===== config.mk =====
export PLATFORM = sky130hd
export DESIGN_NAME = i2c_write_ctrl
export DESIGN_NICKNAME = d
export VERILOG_FILES = /design/src/rtl/i2c_write_ctrl.sv
export SDC_FILE = /design/constraint.sdc
export NUM_CORES = 1
export LEC_CHECK = 0
export ABC_AREA = 1
export CAP_MARGIN = 20
export CORE_MARGIN = 2
export CORE_UTILIZATION = 59
export DETAILED_ROUTE_END_ITERATION = 10
export MAX_ROUTING_LAYER = met4
export PLACE_DENSITY = 0.85
export SLEW_MARGIN = 20
export SYNTH_ARGS = -nofsm -noshare
export SYNTH_HDL_FRONTEND = slang
export SYNTH_SLANG_ARGS = --single-unit

===== constraint.sdc =====
create_clock -name I_CLK -period 2.2 [get_ports I_CLK]
set_input_delay 0.44 -clock I_CLK [delete_from_list [all_inputs] [get_ports I_CLK]]
set_output_delay 0.44 -clock I_CLK [all_outputs]
set_load 0.1 [all_outputs]

===== src/rtl/i2c_write_ctrl.sv =====
// I2C master write sequencer: START, 7-bit address + W, N data bytes with ACK checks, STOP.
// Drives open-drain tri-state controls for SCL/SDA; data bytes arrive over valid/ready.
module i2c_write_ctrl #(
  parameter int CLK_DIV = 125
) (
  input  logic       I_CLK,
  input  logic       I_RESET,
  input  logic       I_START,
  input  logic [6:0] I_ADDR,
  input  logic [7:0] I_DATA,
  input  logic       I_DATA_VALID,
  input  logic       I_DATA_LAST,
  output logic       O_DATA_READY,
  input  logic       I_SCL,
  input  logic       I_SDA,
  output logic       O_SCL_T,
  output logic       O_SDA_T,
  output logic       O_BUSY,
  output logic       O_DONE,
  output logic       O_NACK
);
  localparam int CW = $clog2(CLK_DIV);

  typedef enum logic [2:0] {
    IDLE, START, ADDR_BIT, ADDR_ACK, LOAD, DATA_BIT, DATA_ACK, STOP
  } state_t;

  state_t        state;
  logic [CW-1:0] cnt;
  logic [1:0]    phase;
  logic [7:0]    shift;
  logic [2:0]    bit_cnt;
  logic          last;

  logic slot, stretch, tick;

  // Slave clock stretching: P2 releases SCL, but the timer waits until the pad is really high.
  assign slot    = (state == ADDR_BIT) || (state == DATA_BIT) ||
                   (state == ADDR_ACK) || (state == DATA_ACK);
  assign stretch = slot && (phase == 2'd2) && !I_SCL;
  assign tick    = (cnt == CW'(CLK_DIV - 1)) && !stretch;

  assign O_DATA_READY = (state == LOAD);

  always_ff @(posedge I_CLK) begin
    if (I_RESET) begin
      state   <= IDLE;
      cnt     <= '0;
      phase   <= 2'd0;
      shift   <= 8'h00;
      bit_cnt <= 3'd0;
      last    <= 1'b0;
      O_SCL_T <= 1'b1;
      O_SDA_T <= 1'b1;
      O_BUSY  <= 1'b0;
      O_DONE  <= 1'b0;
      O_NACK  <= 1'b0;
    end else begin
      O_DONE <= 1'b0;
      if (state != IDLE && state != LOAD && !stretch)
        cnt <= tick ? '0 : cnt + 1'b1;

      case (state)
        IDLE: begin
          O_SCL_T <= 1'b1;
          O_SDA_T <= 1'b1;
          cnt     <= '0;
          phase   <= 2'd0;
          if (I_START) begin
            shift   <= {I_ADDR, 1'b0};
            bit_cnt <= 3'd7;
            O_NACK  <= 1'b0;
            O_BUSY  <= 1'b1;
            state   <= START;
          end
        end

        START: if (tick) begin
          case (phase)
            2'd0: begin O_SDA_T <= 1'b0; phase <= 2'd1; end
            2'd1: begin O_SCL_T <= 1'b0; phase <= 2'd2; end
            default: begin
              O_SDA_T <= shift[7];
              phase   <= 2'd0;
              state   <= ADDR_BIT;
            end
          endcase
        end

        ADDR_BIT, DATA_BIT: if (tick) begin
          phase <= phase + 2'd1;
          case (phase)
            2'd1: O_SCL_T <= 1'b1;
            2'd3: begin
              O_SCL_T <= 1'b0;
              shift   <= {shift[6:0], 1'b0};
              if (bit_cnt == 3'd0) begin
                O_SDA_T <= 1'b1;
                state   <= (state == ADDR_BIT) ? ADDR_ACK : DATA_ACK;
              end else begin
                O_SDA_T <= shift[6];
                bit_cnt <= bit_cnt - 1'b1;
              end
            end
            default: ;
          endcase
        end

        ADDR_ACK, DATA_ACK: if (tick) begin
          phase <= phase + 2'd1;
          case (phase)
            2'd1: O_SCL_T <= 1'b1;
            2'd3: begin
              O_SCL_T <= 1'b0;
              if (I_SDA) begin
                O_NACK  <= 1'b1;
                O_SDA_T <= 1'b0;
                state   <= STOP;
              end else if (state == ADDR_ACK || !last) begin
                state <= LOAD;
              end else begin
                O_SDA_T <= 1'b0;
                state   <= STOP;
              end
            end
            default: ;
          endcase
        end

        // SCL stays low here for as long as the core takes to supply a byte.
        LOAD: if (I_DATA_VALID) begin
          shift   <= I_DATA;
          last    <= I_DATA_LAST;
          bit_cnt <= 3'd7;
          O_SDA_T <= I_DATA[7];
          phase   <= 2'd0;
          cnt     <= '0;
          state   <= DATA_BIT;
        end

        STOP: if (tick) begin
          case (phase)
            2'd0: begin O_SCL_T <= 1'b1; phase <= 2'd1; end
            2'd1: begin O_SDA_T <= 1'b1; phase <= 2'd2; end
            default: begin
              O_DONE <= 1'b1;
              O_BUSY <= 1'b0;
              phase  <= 2'd0;
              state  <= IDLE;
            end
          endcase
        end

        default: state <= IDLE;
      endcase
    end
  end
endmodule


==> impl_metrics.json <==
{
  "syn_avg_cell_area_um2": 7.159,
  "crit_path_max_fanout": 13,
  "diodes": 0,
  "power.density_nw_per_um2": 1356,
  "drv_cap": 0,
  "fmax_mhz": 497.9,
  "wirelength_um": 4334,
  "crit_type": "reg -> out",
  "ys.flop_type": "dfxtp_1",
  "fin_crit_sh_pct": 91.29,
  "drtIter0Drc": 145,
  "finalHoldViolCount": 0,
  "required_ns": 1.76,
  "setup_viol": 0,
  "worstReg2RegStart": "state[0]",
  "switching_share_pct": 52.13,
  "yosys_warnings": 0,
  "port_buffers": 27,
  "syn_nets": 315,
  "clk_pin_slew_ns": 0.08,
  "power_frac_seq_pct": 26.0,
  "tightest_slew_ns": 0.4205,
  "min_period_ns": 2.008,
  "endpoint": "O_DATA_READY",
  "design.core.area_um2": 3311,
  "maxSlewViolCount": 0,
  "cp-end-kind": "output pin",
  "syn-instance-count": 284,
  "clock_skew_ns": 0.007440,
  "drive_gt1_share_pct": 19.17,
  "die-width_um": 62.71,
  "clock_power_share_pct": 10.4,
  "pre_cts_slack_ns": 0.2836,
  "hold_slack_ns": 0.4793,
  "drc": 0,
  "synth_most_common_cell": "nand2_1",
  "status": "finished clean",
  "root_buffer": "clkbuf_4",
  "clock_sinks": 29,
  "overflow": 0,
  "top_level_ports": 28,
  "cp_data_arrival_time_ns": 1.57,
  "routabilityCongestion": 0.9192,
  "ys_seq_elements": 29,
  "die_area_um2": 3932,
  "areaGrowthSynthToFinish_pct": 16.86,
  "synthArstFlopShare_pct": 0,
  "cts_setup_buffers": 0,
  "htree_levels": 2,
  "hold_class": "reg -> reg",
  "pwr-share-comb_pct": 63.7,
  "synth_area_leaders": "dfxtp_1 29%, nand2_1 13%, inv_1 6.1%, ha_1 5.5%, nand3_1 4.9%",
  "grt_max_degree": 14,
  "rr_endpoint": "state[1]",
  "r2r_cells": 9,
  "power.leakage_nw": 1.101,
  "tritoncts.num_buffers": 5,
  "yosysUniqueCellTypes": 36,
  "clk_latency_ns": 0.34,
  "ir_worst_vdd_mv": 0.7558,
  "tritoncts": "yes",
  "via_count": 1867,
  "p_int_mw": 1.542,
  "r2r_slack_ns": 0.49,
  "rows": 21,
  "initial_core_util_pct": 61.41,
  "synthTopCellsByCount": "68 x nand2_1, 33 x inv_1, 29 x dfxtp_1",
  "fin_util_pct": 71.77,
  "routedWlPerCell_um": 12.07,
  "synth_top_area_share_pct": 28.55,
  "start_kind": "flip-flop",
  "clock_path_buffers": 2,
  "die_h_um": 62.71,
  "ys_seq_area_share_pct": 28.55,
  "synth_edf_count": 0,
  "max-slew-margin-rel_pct": 71.86,
  "final_net_count": 344,
  "antenna_found_initial": 0,
  "dr.pass1.iters": 4,
  "setup_slack_ns": 0.1916,
  "grt_pass1_vias": 1759,
  "synth_area_um2": 2033,
  "postRouteAntennaNets": 0,
  "track_usage_pct": 25.13,
  "grt_pass1_wl_um": 7679,
  "synth_top_cell_by_area": "dfxtp_1",
  "dp_hpwl_um": 3361,
  "vias_per_cell": 5.201,
  "p_sw_mw": 1.679,
  "power.total_mw": 3.221,
  "rsz0062_at_grt": "false",
  "setup_tns_ns": 0,
  "critPathLaunch": "state[0]"
}
## layout by cell type, fill, tap and decap left out, types with 2 or more instances in the layout
cell	count
inv_2	5
a21oi_2	3
buf_4	7
ha_1	9
dfxtp_1	26
inv_1	33
nand3_2	2
nor2_2	6
dfxtp_2	3
nand4_1	8
clkbuf_4	5
o21ai_1	3
a211oi_1	2
nand2_1	68
a21oi_1	17
nand2_4	5
nor2_8	2
nor2_1	25
o21ai_0	9
nand2_8	4
nor3_1	3
nand3_1	20
nand2_2	9
a22oi_1	3
clkdlybuf4s50_1	21
## layer usage
metal | up-vias | track usage [%] | wire length (um)
met5 | - | - | 0
met4 | 0 | 9.167 | 69
met3 | 6 | 5.405 | 206
met2 | 54 | 41.53 | 2102
met1 | 841 | 30.18 | 1956
li1 | 966 | - | -
## power by group through the flow
| stage | Clock (mW) | Combinational (mW) | Sequential [mW] |
|---|---|---|---|
| after floorplan | 0 | 1.70 | 0.864 |
| after global placement | 0 | 2.00 | 0.842 |
| after detailed placement | 0 | 2.05 | 0.842 |
| after CTS | 0.339 | 2.06 | 0.832 |
| after global routing | 0.362 | 2.31 | 0.860 |
| final | 0.334 | 2.05 | 0.836 |
## cells by family after synthesis
kind of cell,after synthesis,synth area share (%)
buffers and inverters,48,10.77
AND/OR/NAND/NOR,156,42.34
AO/OA/AOI/OAI,41,12.37
XOR/XNOR,1,0.4308
flip-flops,29,28.55
adder cells (fa/ha/maj),9,5.539
## timing repair
item,4_1_cts,5_1_grt
hold buffers,0,0
gates resized for setup,0,4
endpoints found under the setup margin,0,1
## metrics by stage
step / area (um2) / instances
floorplan: 2033 / 284
global placement: 2316 / 352
detailed placement: 2316 / 352
CTS: 2371 / 359
global route: 2376 / 359
finish: 2376 / 359
## worst max-delay path, stage by stage (launching register included)
cell      delay (ns)
dfxtp_2         0.52
nor2_8          0.08
nand2_1         0.13
clkinv_2        0.24
buf_12          0.25
## worst min-delay path by stage
stage	start	cells past startpoint	slack, ns	end
CTS	O_SDA_T	2	0.48	O_SDA_T
detailed placement	O_SDA_T	2	0.46	O_SDA_T
finish	O_SDA_T	2	0.48	O_SDA_T
floorplan	last	2	0.44	last
global route	O_SDA_T	2	0.50	O_SDA_T
global placement	O_NACK	2	0.46	O_NACK
## registers in the layout (all words and copies together) (netlist names)
register,cells
state,3
O_NACK,1
O_BUSY,1
shift,8
O_SCL_T,1
O_SDA_T,1
cnt,7
bit_cnt,3
phase,2
last,1
O_DONE,1
## cell type report
| class | count | area (um2) |
|---|---|---|
| fillers | 292 | 934.6 |
| clock buffers | 7 | 55.05 |
| flip-flops and latches | 29 | 584.3 |
| well taps | 46 | 57.56 |
| inverters | 41 | 162.7 |
| repair buffers | 29 | 282.8 |
| multi-input cells | 207 | 1234 |
Power figures use the tool's default switching activity.
